$ cat src/rtl/lvds_align_pkg.sv
// Shared types and sizing helpers for the LVDS lane word-alignment controller.
package lvds_align_pkg;

    typedef enum logic [3:0] {
        ST_IDLE,
        ST_SETTLE,
        ST_CHECK,
        ST_SLIP,
        ST_WAIT,
        ST_VERIFY,
        ST_NEXT,
        ST_DONE,
        ST_FAIL
    } align_state_t;

    localparam logic [5:0] DEF_TRAIN_WORD = 6'h38;

    // Width of a counter that must hold values 0..max_val inclusive.
    function automatic int unsigned cnt_w(input int unsigned max_val);
        return (max_val == 0) ? 1 : $clog2(max_val + 1);
    endfunction

    function automatic int unsigned idx_w(input int unsigned n);
        return (n < 2) ? 1 : $clog2(n);
    endfunction

    function automatic int unsigned max_u(input int unsigned a, input int unsigned b);
        return (a > b) ? a : b;
    endfunction

endpackage

$ cat src/rtl/lvds_lane_align_ctrl_lane_word_sel.sv
// Registered lane-word mux plus training-word compare; result lags the index by one cycle.
module lane_word_sel
    import lvds_align_pkg::*;
#(
    parameter int unsigned       NUM_LANES  = 4,
    parameter int unsigned       DATA_W     = 6,
    parameter logic [DATA_W-1:0] TRAIN_WORD = DATA_W'(DEF_TRAIN_WORD),
    parameter int unsigned       IDX_W      = 2
) (
    input  logic                        i_clk,
    input  logic                        i_rst_n,
    input  logic [NUM_LANES*DATA_W-1:0] i_lane_data,
    input  logic [IDX_W-1:0]            i_lane_idx,
    output logic                        o_match
);

    logic [DATA_W-1:0] w_words [NUM_LANES];
    logic              r_match;

    always_comb begin
        for (int unsigned i = 0; i < NUM_LANES; i++) begin
            w_words[i] = i_lane_data[i*DATA_W +: DATA_W];
        end
    end

    always_ff @(posedge i_clk or negedge i_rst_n) begin
        if (!i_rst_n) begin
            r_match <= 1'b0;
        end else begin
            r_match <= (w_words[i_lane_idx] == TRAIN_WORD);
        end
    end

    assign o_match = r_match;

endmodule

$ cat src/rtl/lvds_lane_align_ctrl.sv
// Word-alignment training FSM: compares each lane against the training word and
// issues ISERDES bitslip pulses one lane at a time until every lane is aligned.
module lvds_lane_align_ctrl
    import lvds_align_pkg::*;
#(
    parameter int unsigned       NUM_LANES  = 4,
    parameter int unsigned       DATA_W     = 6,
    parameter logic [DATA_W-1:0] TRAIN_WORD = DATA_W'(DEF_TRAIN_WORD),
    parameter int unsigned       SETTLE_CYC = 16,
    parameter int unsigned       SLIP_WAIT  = 4,
    parameter int unsigned       MATCH_CYC  = 8
) (
    input  logic                        gclk,
    input  logic                        rst_n,
    input  logic                        pll_reset,
    input  logic                        start,
    input  logic [NUM_LANES*DATA_W-1:0] lane_data,
    output logic [NUM_LANES-1:0]        bitslip,
    output logic                        busy,
    output logic                        done,
    output logic                        fail,
    output logic [NUM_LANES-1:0]        lane_aligned,
    output logic [idx_w(NUM_LANES)-1:0] fail_lane
);

    localparam int unsigned IDX_W   = idx_w(NUM_LANES);
    localparam int unsigned SLIP_W  = cnt_w(DATA_W);
    localparam int unsigned MATCH_W = cnt_w(MATCH_CYC);
    localparam int unsigned TIMER_W = cnt_w(max_u(SETTLE_CYC, SLIP_WAIT));

    localparam logic [IDX_W-1:0]   LAST_IDX    = IDX_W'(NUM_LANES - 1);
    localparam logic [SLIP_W-1:0]  SLIP_LIMIT  = SLIP_W'(DATA_W);
    localparam logic [MATCH_W-1:0] MATCH_GOAL  = MATCH_W'(MATCH_CYC);
    localparam logic [TIMER_W-1:0] SETTLE_LAST = TIMER_W'(SETTLE_CYC - 1);
    localparam logic [TIMER_W-1:0] WAIT_LAST   = TIMER_W'(SLIP_WAIT - 1);

    align_state_t         r_state;
    logic [IDX_W-1:0]     r_lane_idx;
    logic [SLIP_W-1:0]    r_slip_cnt;
    logic [MATCH_W-1:0]   r_match_cnt;
    logic [TIMER_W-1:0]   r_timer;
    logic                 r_pll_prev;
    logic [NUM_LANES-1:0] r_bitslip;
    logic                 r_busy;
    logic                 r_done;
    logic                 r_fail;
    logic [NUM_LANES-1:0] r_lane_aligned;
    logic [IDX_W-1:0]     r_fail_lane;

    logic [IDX_W-1:0]     w_sel_idx;
    logic                 w_match;
    logic [MATCH_W-1:0]   w_match_next;
    logic                 w_start;

    // The compare is registered, so during NEXT the selector already looks at the
    // upcoming lane; the following CHECK then sees that lane's word.
    always_comb begin
        w_sel_idx = r_lane_idx;
        if (r_state == ST_NEXT && r_lane_idx != LAST_IDX) begin
            w_sel_idx = r_lane_idx + IDX_W'(1);
        end
        w_match_next = (r_state == ST_CHECK) ? MATCH_W'(1) : r_match_cnt + MATCH_W'(1);
        w_start      = start | (r_pll_prev & ~pll_reset);
    end

    lane_word_sel #(
        .NUM_LANES  (NUM_LANES),
        .DATA_W     (DATA_W),
        .TRAIN_WORD (TRAIN_WORD),
        .IDX_W      (IDX_W)
    ) u_lane_word_sel (
        .i_clk       (gclk),
        .i_rst_n     (rst_n),
        .i_lane_data (lane_data),
        .i_lane_idx  (w_sel_idx),
        .o_match     (w_match)
    );

    always_ff @(posedge gclk or negedge rst_n) begin
        if (!rst_n) begin
            r_state        <= ST_IDLE;
            r_lane_idx     <= '0;
            r_slip_cnt     <= '0;
            r_match_cnt    <= '0;
            r_timer        <= '0;
            r_pll_prev     <= 1'b0;
            r_bitslip      <= '0;
            r_busy         <= 1'b0;
            r_done         <= 1'b0;
            r_fail         <= 1'b0;
            r_lane_aligned <= '0;
            r_fail_lane    <= '0;
        end else if (pll_reset) begin
            r_state        <= ST_IDLE;
            r_lane_idx     <= '0;
            r_slip_cnt     <= '0;
            r_match_cnt    <= '0;
            r_timer        <= '0;
            r_pll_prev     <= 1'b1;
            r_bitslip      <= '0;
            r_busy         <= 1'b0;
            r_done         <= 1'b0;
            r_fail         <= 1'b0;
            r_lane_aligned <= '0;
            r_fail_lane    <= '0;
        end else begin
            r_pll_prev <= 1'b0;
            r_bitslip  <= '0;
            case (r_state)
                ST_IDLE, ST_DONE, ST_FAIL: begin
                    if (w_start) begin
                        r_state        <= ST_SETTLE;
                        r_busy         <= 1'b1;
                        r_done         <= 1'b0;
                        r_fail         <= 1'b0;
                        r_lane_aligned <= '0;
                        r_fail_lane    <= '0;
                        r_lane_idx     <= '0;
                        r_slip_cnt     <= '0;
                        r_match_cnt    <= '0;
                        r_timer        <= '0;
                    end
                end
                ST_SETTLE: begin
                    if (r_timer == SETTLE_LAST) begin
                        r_timer <= '0;
                        r_state <= ST_CHECK;
                    end else begin
                        r_timer <= r_timer + TIMER_W'(1);
                    end
                end
                ST_CHECK, ST_VERIFY: begin
                    if (w_match) begin
                        r_match_cnt <= w_match_next;
                        if (w_match_next == MATCH_GOAL) begin
                            r_lane_aligned[r_lane_idx] <= 1'b1;
                            r_state                    <= ST_NEXT;
                        end else begin
                            r_state <= ST_VERIFY;
                        end
                    end else if (r_slip_cnt == SLIP_LIMIT) begin
                        r_state     <= ST_FAIL;
                        r_busy      <= 1'b0;
                        r_fail      <= 1'b1;
                        r_fail_lane <= r_lane_idx;
                    end else begin
                        r_match_cnt           <= '0;
                        r_bitslip[r_lane_idx] <= 1'b1;
                        r_slip_cnt            <= r_slip_cnt + SLIP_W'(1);
                        r_state               <= ST_SLIP;
                    end
                end
                ST_SLIP: begin
                    r_timer <= '0;
                    r_state <= ST_WAIT;
                end
                ST_WAIT: begin
                    if (r_timer == WAIT_LAST) begin
                        r_timer <= '0;
                        r_state <= ST_CHECK;
                    end else begin
                        r_timer <= r_timer + TIMER_W'(1);
                    end
                end
                ST_NEXT: begin
                    if (r_lane_idx == LAST_IDX) begin
                        r_state <= ST_DONE;
                        r_busy  <= 1'b0;
                        r_done  <= 1'b1;
                    end else begin
                        r_lane_idx <= r_lane_idx + IDX_W'(1);
                        r_slip_cnt <= '0;
                        r_state    <= ST_CHECK;
                    end
                end
                default: r_state <= ST_IDLE;
            endcase
        end
    end

    assign bitslip      = r_bitslip;
    assign busy         = r_busy;
    assign done         = r_done;
    assign fail         = r_fail;
    assign lane_aligned = r_lane_aligned;
    assign fail_lane    = r_fail_lane;

endmodule
$ cat config.mk
export PLATFORM = sky130hd
export DESIGN_NAME = lvds_lane_align_ctrl
export DESIGN_NICKNAME = d
export VERILOG_FILES = /design/src/rtl/lvds_align_pkg.sv /design/src/rtl/lvds_lane_align_ctrl_lane_word_sel.sv /design/src/rtl/lvds_lane_align_ctrl.sv
export SDC_FILE = /design/constraint.sdc
export NUM_CORES = 1
export LEC_CHECK = 0
export BUFFER_PORTS_ARGS = -buffer_cell sky130_fd_sc_hd__buf_4
export CORE_MARGIN = 2
export CORE_UTILIZATION = 52
export CTS_CLUSTER_DIAMETER = 200
export CTS_CLUSTER_SIZE = 28
export DETAILED_ROUTE_END_ITERATION = 6
export PLACE_DENSITY = 0.76
export RECOVER_POWER = 50
export SLEW_MARGIN = 10
export SYNTH_ARGS = -nofsm -noshare
export SYNTH_HDL_FRONTEND = slang
export SYNTH_HIERARCHICAL = 1
export SYNTH_SLANG_ARGS = --single-unit
$ cat constraint.sdc
create_clock -name gclk -period 5.03 [get_ports gclk]
set_input_delay 0 -clock gclk [delete_from_list [all_inputs] [get_ports gclk]]
set_output_delay 0 -clock gclk [all_outputs]
set_load 0.01 [all_outputs]
After elaboration in Yosys (flattened, before gate mapping)
Index checks and enable logic that the tools add are counted.
{"block": "word_totals", "latchBits": 0, "output_inout_bits": 13, "register_bits": 33, "mem_bits_ro": 0, "mem_count": 0, "ram_bits": 0}
{"block": "op_classes", "bitwise": 5, "addsub": 4, "div": 0, "shift": 0, "muxes": 63, "multipliers": 0, "reduce_logical": 18, "n_eq_ne": 26, "n_lt_le_gt_ge": 3}
{"operator": "4-bit 2-to-1 mux", "n": 18}
{"operator": "3-bit inequality test (second input constant)", "n": 8}
{"operator": "4-bit one-hot mux with 6 select lines", "n": 1}
{"operator": "5-bit 2-to-1 mux", "n": 4}
{"operator": "5-bit one-hot mux with 4 select lines", "n": 1}
{"operator": "3-bit 2-to-1 mux", "n": 6}
{"operator": "4-bit by 3-bit == test with 1-bit output (second input constant)", "n": 4}
{"operator": "2-bit 2-to-1 mux", "n": 8}
{"operator": "4-bit one-hot mux with 2 select lines", "n": 2}
{"operator": "1-bit 2-to-1 mux", "n": 13}
{"operator": "6-bit binary-select mux with 2-bit select", "n": 1}
{"operator": "6-bit 2-to-1 mux", "n": 2}
{"operator": "3-bit AND reduction", "n": 4}
{"operator": "5-bit AND reduction", "n": 2}
{"operator": "3-bit one-hot mux with 3 select lines", "n": 1}
{"operator": "4-bit by 2-bit == test with 1-bit output (second input constant)", "n": 2}
{"operator": "4-bit == test (second input constant)", "n": 2}
{"operator": "2-bit one-hot mux with 2 select lines", "n": 2}
{"operator": "4-bit AND reduction", "n": 2}
{"operator": "6-bit == test (second input constant)", "n": 1}
{"operator": "3-bit by 2-bit inequality test with 1-bit output (second input constant)", "n": 2}
{"operator": "3-bit nonzero test", "n": 2}
{"operator": "5-bit by 1-bit adder with 5-bit output (second input constant)", "n": 1}
{"operator": "5-bit by 2-bit == test with 1-bit output (second input constant)", "n": 1}
{"operator": "other kinds (27)", "n": 29}

Depth between registers and ports, before layout
{"block": "logic_depth", "depth_word": 9, "ltp_mapped": 9, "ltp_nobuf": 9}

Cells and area by module
The synthesis kept the hierarchy.
{"module": "lvds_lane_align_ctrl", "n_inst": 1, "area_per_inst_um2": 1901.8, "cells_each": 197, "seq_area_each_um2": 800.8}
{"module": "lane_word_sel", "n_inst": 1, "area_per_inst_um2": 122.6, "cells_each": 10, "seq_area_each_um2": 25.0}

Worst setup path after synthesis
OpenSTA, ideal clock, no wires.
{"block": "synth_path", "path_type": "register -> register", "startpoint": "register r_timer[0]", "endpoint": "register r_timer[3]", "setup_time_ns": 0.121, "arrival_ns": 1.682, "slack_ns": 3.227, "stages_incl_launch_ff": 7, "t_required_ns": 4.909, "path_buffers": 0, "period_less_slack_ns": 1.803, "path_cell_list": "dfrtp_1 -> ha_1 -> or4b_1 -> a32oi_1 -> nor2_1 -> a21o_1 -> a22o_1"}
{"block": "synth_via", "elab_chain_len": 4, "word_cells_on_any_way": 7, "cone_classes": "add/sub: 1; eq/ne: 2; mux: 4"}
{"element": "start: declaration", "line_no": "lvds_lane_align_ctrl.sv:41", "text": "logic [TIMER_W-1:0] r_timer;"}
{"element": "start signal: assignment", "line_no": "lvds_lane_align_ctrl.sv:129", "text": "r_timer <= r_timer + TIMER_W'(1);"}
{"element": "start signal: assignment", "line_no": "lvds_lane_align_ctrl.sv:162", "text": "r_timer <= r_timer + TIMER_W'(1);"}
{"element": "5-bit by 1-bit adder with 5-bit output (tied with other cells)", "line_no": "lvds_lane_align_ctrl.sv:129, lvds_lane_align_ctrl.sv:162"}
{"element": "5-bit 2-to-1 mux (on tied branches)", "line_no": "lvds_lane_align_ctrl.sv:158, lvds_lane_align_ctrl.sv:125"}
{"element": "5-bit one-hot mux with 4 select lines *", "line_no": "lvds_lane_align_ctrl.sv:109", "text": "case (r_state)"}
{"element": "5-bit 2-to-1 mux *", "line_no": "lvds_lane_align_ctrl.sv:93", "text": "end else if (pll_reset) begin"}
Mark *: on every way between the ends. The rest lies on a longest branch, timed or not.
A chain may end at the register's enable or synchronous reset.

Worst setup path in the final report
{"block": "layout_path", "startpoint": "register r_state[2]", "endpoint": "register u_lane_word_sel.r_match (netlist: u_lane_word_sel/o_match)"}
{"block": "layout_via", "elab_chain_len": 8}
{"element": "start: declaration", "line_no": "lvds_lane_align_ctrl.sv:37", "text": "align_state_t r_state;"}
{"element": "start signal: assignment", "line_no": "lvds_lane_align_ctrl.sv:81", "text": "r_state <= ST_IDLE;"}
{"element": "start signal: assignment", "line_no": "lvds_lane_align_ctrl.sv:94", "text": "r_state <= ST_IDLE;"}
{"element": "start signal: assignment", "line_no": "lvds_lane_align_ctrl.sv:112", "text": "r_state <= ST_SETTLE;"}
{"element": "4-bit by 3-bit == test with 1-bit output", "line_no": "lvds_lane_align_ctrl.sv:59", "text": "if (r_state == ST_NEXT && r_lane_idx != LAST_IDX) begin"}
{"element": "1-bit logical AND", "line_no": "lvds_lane_align_ctrl.sv:59"}
{"element": "2-bit 2-to-1 mux", "line_no": "lvds_lane_align_ctrl.sv:59"}
{"element": "named net w_sel_idx[0]", "line_no": "lvds_lane_align_ctrl.sv:50", "text": "logic [IDX_W-1:0] w_sel_idx;"}
{"element": "2-bit NOT with 3-bit output (not written as such)", "line_no": "lvds_lane_align_ctrl_lane_word_sel.sv:30", "text": "r_match <= (w_words[i_lane_idx] == TRAIN_WORD);"}
{"element": "6-bit binary-select mux with 2-bit select", "line_no": "lvds_lane_align_ctrl_lane_word_sel.sv:30"}
{"element": "6-bit 2-to-1 mux (not written as such) (2 in a row)", "line_no": "lvds_lane_align_ctrl_lane_word_sel.sv:30"}
{"element": "6-bit == test", "line_no": "lvds_lane_align_ctrl_lane_word_sel.sv:30"}
{"element": "end signal: assignment", "line_no": "lvds_lane_align_ctrl_lane_word_sel.sv:30"}
{"element": "end: declaration", "line_no": "lvds_lane_align_ctrl_lane_word_sel.sv:18", "text": "logic r_match;"}
The timed path passes the listed nets, and every way through them passes these cells. The select of a mux whose other input is x is not followed.

==> results.txt <==
outcome: complete, but fails checks
failing checks: capacitance limit, slew limit
clock tree from TritonCTS: done
peak fanout along the critical path: 19
power per standard cell area: 350 nW/um2
post-route clock skew: 0.00669 ns
count of pins on the block boundary: 41
total of max-cap violations: 1
slew at the pin closest to its max-slew limit: 1.69 ns
Synth Flop Type: sky130_fd_sc_hd__dfrtp_1
number of enable flip-flop cells after synthesis: 0
setup slack at placement: 2.90 ns
fraction of layout instances using a drive strength above 1: 22.2%
sequential element share of the synthesized area: 40.8%
mean instance size in the synthesized netlist: 9.78 um2
total standard cell area after synthesis: 2020 um2
worst supply voltage drop on vdd: 252 uV
Setup CP Type: reg -> reg
number of levels the H-tree was split into: 2
clk_lat worst skew: 0.29 ns
final cycle utilization of the critical path: 42.7%
final weighted congestion in routability-driven placement: 0.831
area grow syn2layout: 20.8%
GRT Resource Usage Total: 22.8%
share of the core filled with cells: 66.3%
pin count of the biggest net entering global routing: 34
initial core utilization: 54.9%
Net Switching: 0.296 mW
Antenna Violating Nets Remaining: 0
count of pins over their slew limit: 34
number of iterations in the first detailed-routing pass: 4
global-route congestion overflow total: 0
ANT cells: 0
vias in the first global route: 1695
highest clock rate: 466 MHz
clock buffer count from CTS: 5
Die Footprint: 4410 um2
first-iteration detailed-routing DRC count: 132
routed via count divided by cell count: 5.98
number of buffers inserted by port buffering: 40
unique cell type count in the Yosys netlist: 60
DRC violation count after routing: 0
global-route wire length before repair: 7580 um
setup slack of the critical path after layout: 2.88 ns
Setup TNS Final: 0 ns
flops & latches, synth: 33
final setup violating endpoints: 0
die boundary height: 66.4 um
kind of start point of the critical path: flop
Clock Power Share: 29.9%
initial antenna violation count: 0
Synthesis Warnings: 6
average wire length per cell after detail routing: 15.2 um
RSZ-0062 raised after global routing: false
wirelength, routed: 4510 um
final instance area: 2440 um2
Max Buffers Root-to-Sink: 2
placed wire-length estimate: 3380 um
buffer type at the clock tree root: sky130_fd_sc_hd__clkbuf_8
area inside the core boundary: 3690 um2
Gates resized, CTS repair: 0
Async S/R FF share, synth: 100%
Final Hold Viols: 0
Via Count: 1769
capturing element type of the critical path: flop
number of nets produced by synthesis: 245
number of cells produced by synthesis: 207
sequential share of power: 39.0%
number of clock sinks seen by CTS: 33
Horiz. Die Dim: 66.4 um
r2r setup slk: 2.88 ns
final worst path period need: 2.15 ns
clock transition at the registers of the reported paths: 0.07 ns
worst path required time: 5.21 ns
fraction of power spent switching nets: 34.6%
Worst EP arrival: 2.32 ns
Power Internal: 0.560 mW
placed inst area: 2340 um2
proportion of power drawn by combinational gates: 31.1%
LEAKAGE: 1.11 nW
class of the tightest hold or removal check: in -> reg
Final #Nets: 285
post-route total power: 0.856 mW
Site Rows: 22
number of setup buffers added after CTS: 0
worst slew slack as a fraction of its limit: -12.8%
-- area by class of cell --
class                      count  area [um2]
multi-input combinational    154        1110
inverter                      11        41.3
clock inverter                 3        46.3
sequential                    33         826
fill                         301        1240
clock buffer                   5        68.8
timing repair buffer          42         294
tap                           48        60.1
-- state kept, by name, indices dropped and copies added, names as in the netlist --
| register | cells |
|---|---|
| r_timer | 5 |
| r_slip_cnt | 3 |
| r_lane_idx | 2 |
| r_match_cnt | 4 |
| busy | 1 |
| r_pll_prev | 1 |
| done | 1 |
| r_state | 4 |
| fail | 1 |
| fail_lane | 2 |
| lane_aligned | 4 |
| bitslip | 4 |
| u_lane_word_sel/o_match | 1 |
-- cells in the mapped netlist, types with 3 or more instances --
cell | n | share of area (%)
sky130_fd_sc_hd__dfrtp_1 | 33 | 41
sky130_fd_sc_hd__nor2_1 | 23 | 4.3
sky130_fd_sc_hd__a21oi_1 | 12 | 3.0
sky130_fd_sc_hd__nand2_1 | 12 | 2.2
sky130_fd_sc_hd__inv_1 | 11 | 2.0
sky130_fd_sc_hd__o21ai_0 | 11 | 2.7
sky130_fd_sc_hd__ha_1 | 10 | 6.2
sky130_fd_sc_hd__a22o_1 | 6 | 2.6
sky130_fd_sc_hd__a21o_1 | 5 | 1.9
sky130_fd_sc_hd__and3_1 | 4 | 1.2
sky130_fd_sc_hd__clkbuf_1 | 4 | 0.74
sky130_fd_sc_hd__mux2i_1 | 4 | 2.0
sky130_fd_sc_hd__nand3_1 | 4 | 0.99
sky130_fd_sc_hd__nand4b_1 | 4 | 1.7
sky130_fd_sc_hd__o2bb2ai_1 | 4 | 1.7
sky130_fd_sc_hd__buf_2 | 3 | 0.74
sky130_fd_sc_hd__o211ai_1 | 3 | 1.1
-- power by group through the flow --
stage                     combinational [mW]  clock, mW  sequential (mW)
after floorplan                        0.236          0            0.303
after global placement                 0.262          0            0.335
after detailed placement               0.265          0            0.337
after CTS                              0.267      0.258            0.332
after global routing                   0.293      0.269            0.338
final                                  0.266      0.256            0.333
-- layer usage --
metal  up-vias  part of all wire [%]  global-route usage [%]
met2        57                    48                    37.1
met5         -                     0                       0
met1       851                    44                    29.4
met4         0                   1.6                    9.44
li1        852                     -                       -
met3         9                   5.9                    4.77
-- metrics by stage --
stage,std cells,hold WS [ns]
finish,296,0.0239
global route,296,0.0390
floorplan,207,-0.296
CTS,296,0.0232
global placement,286,-0.0383
detailed placement,286,-0.0352
-- cells in the final DEF, fill, tap and decap left out, types with 2 or more instances in the layout --
master / n
sky130_fd_sc_hd__nor4b_1: 2
sky130_fd_sc_hd__nor2_1: 23
sky130_fd_sc_hd__nor3_2: 2
sky130_fd_sc_hd__nor4b_2: 2
sky130_fd_sc_hd__o2bb2ai_1: 4
sky130_fd_sc_hd__a21oi_1: 12
sky130_fd_sc_hd__dlygate4sd3_1: 2
sky130_fd_sc_hd__nor3_1: 2
sky130_fd_sc_hd__o31ai_1: 2
sky130_fd_sc_hd__nor2b_1: 2
sky130_fd_sc_hd__nand4b_1: 4
sky130_fd_sc_hd__a2bb2oi_1: 2
sky130_fd_sc_hd__and3_1: 4
sky130_fd_sc_hd__o21ai_0: 11
sky130_fd_sc_hd__nand3_1: 4
sky130_fd_sc_hd__xnor2_1: 2
sky130_fd_sc_hd__inv_1: 11
sky130_fd_sc_hd__nand3b_1: 2
sky130_fd_sc_hd__a22o_1: 6
sky130_fd_sc_hd__buf_4: 33
sky130_fd_sc_hd__o211ai_1: 3
sky130_fd_sc_hd__nand2_1: 12
sky130_fd_sc_hd__dfrtp_1: 33
sky130_fd_sc_hd__ha_1: 10
sky130_fd_sc_hd__clkbuf_1: 7
sky130_fd_sc_hd__nand2b_1: 2
sky130_fd_sc_hd__nand4_1: 2
sky130_fd_sc_hd__clkbuf_8: 5
sky130_fd_sc_hd__mux2i_1: 4
sky130_fd_sc_hd__a21o_1: 5
-- repair_timing --
item	in CTS	in global routing
endpoints found under the hold margin	37	0
setup endpoints to repair	0	0
hold buffers	2	0
-- final timing paths --
check | to | startpoint | cells past startpoint
max | u_lane_word_sel/o_match | r_state[2] | 5
min in group asynchronous | r_slip_cnt[0] | rst_n | 2
min reg2reg | lane_aligned[0] | lane_aligned[0] | 2
max reg2reg | u_lane_word_sel/o_match | r_state[2] | 5
min | u_lane_word_sel/o_match | lane_data[19] | 3
max in group asynchronous | busy | rst_n | 2
-- cell families (layout without fill, tap and decap cells) --
logic type | count (synthesis) | after routing | synth area share, %
xor+xnor | 3 | 3 | 1.30
flops | 33 | 33 | 40.8
fa+ha+maj | 10 | 10 | 6.18
compound gates | 60 | 60 | 21.6
buf+inv | 20 | 61 | 4.45
mux | 5 | 5 | 2.53
simple gates | 76 | 76 | 23.2
-- critical path, stage by stage (launching register included) --
cell,delay [ns]
sky130_fd_sc_hd__dfrtp_1,0.72
sky130_fd_sc_hd__nor2b_1,0.30
sky130_fd_sc_hd__and4bb_1,0.33
sky130_fd_sc_hd__xnor2_1,0.24
sky130_fd_sc_hd__nor4_1,0.11
sky130_fd_sc_hd__o32a_1,0.33
Power figures use the tool's default switching activity.
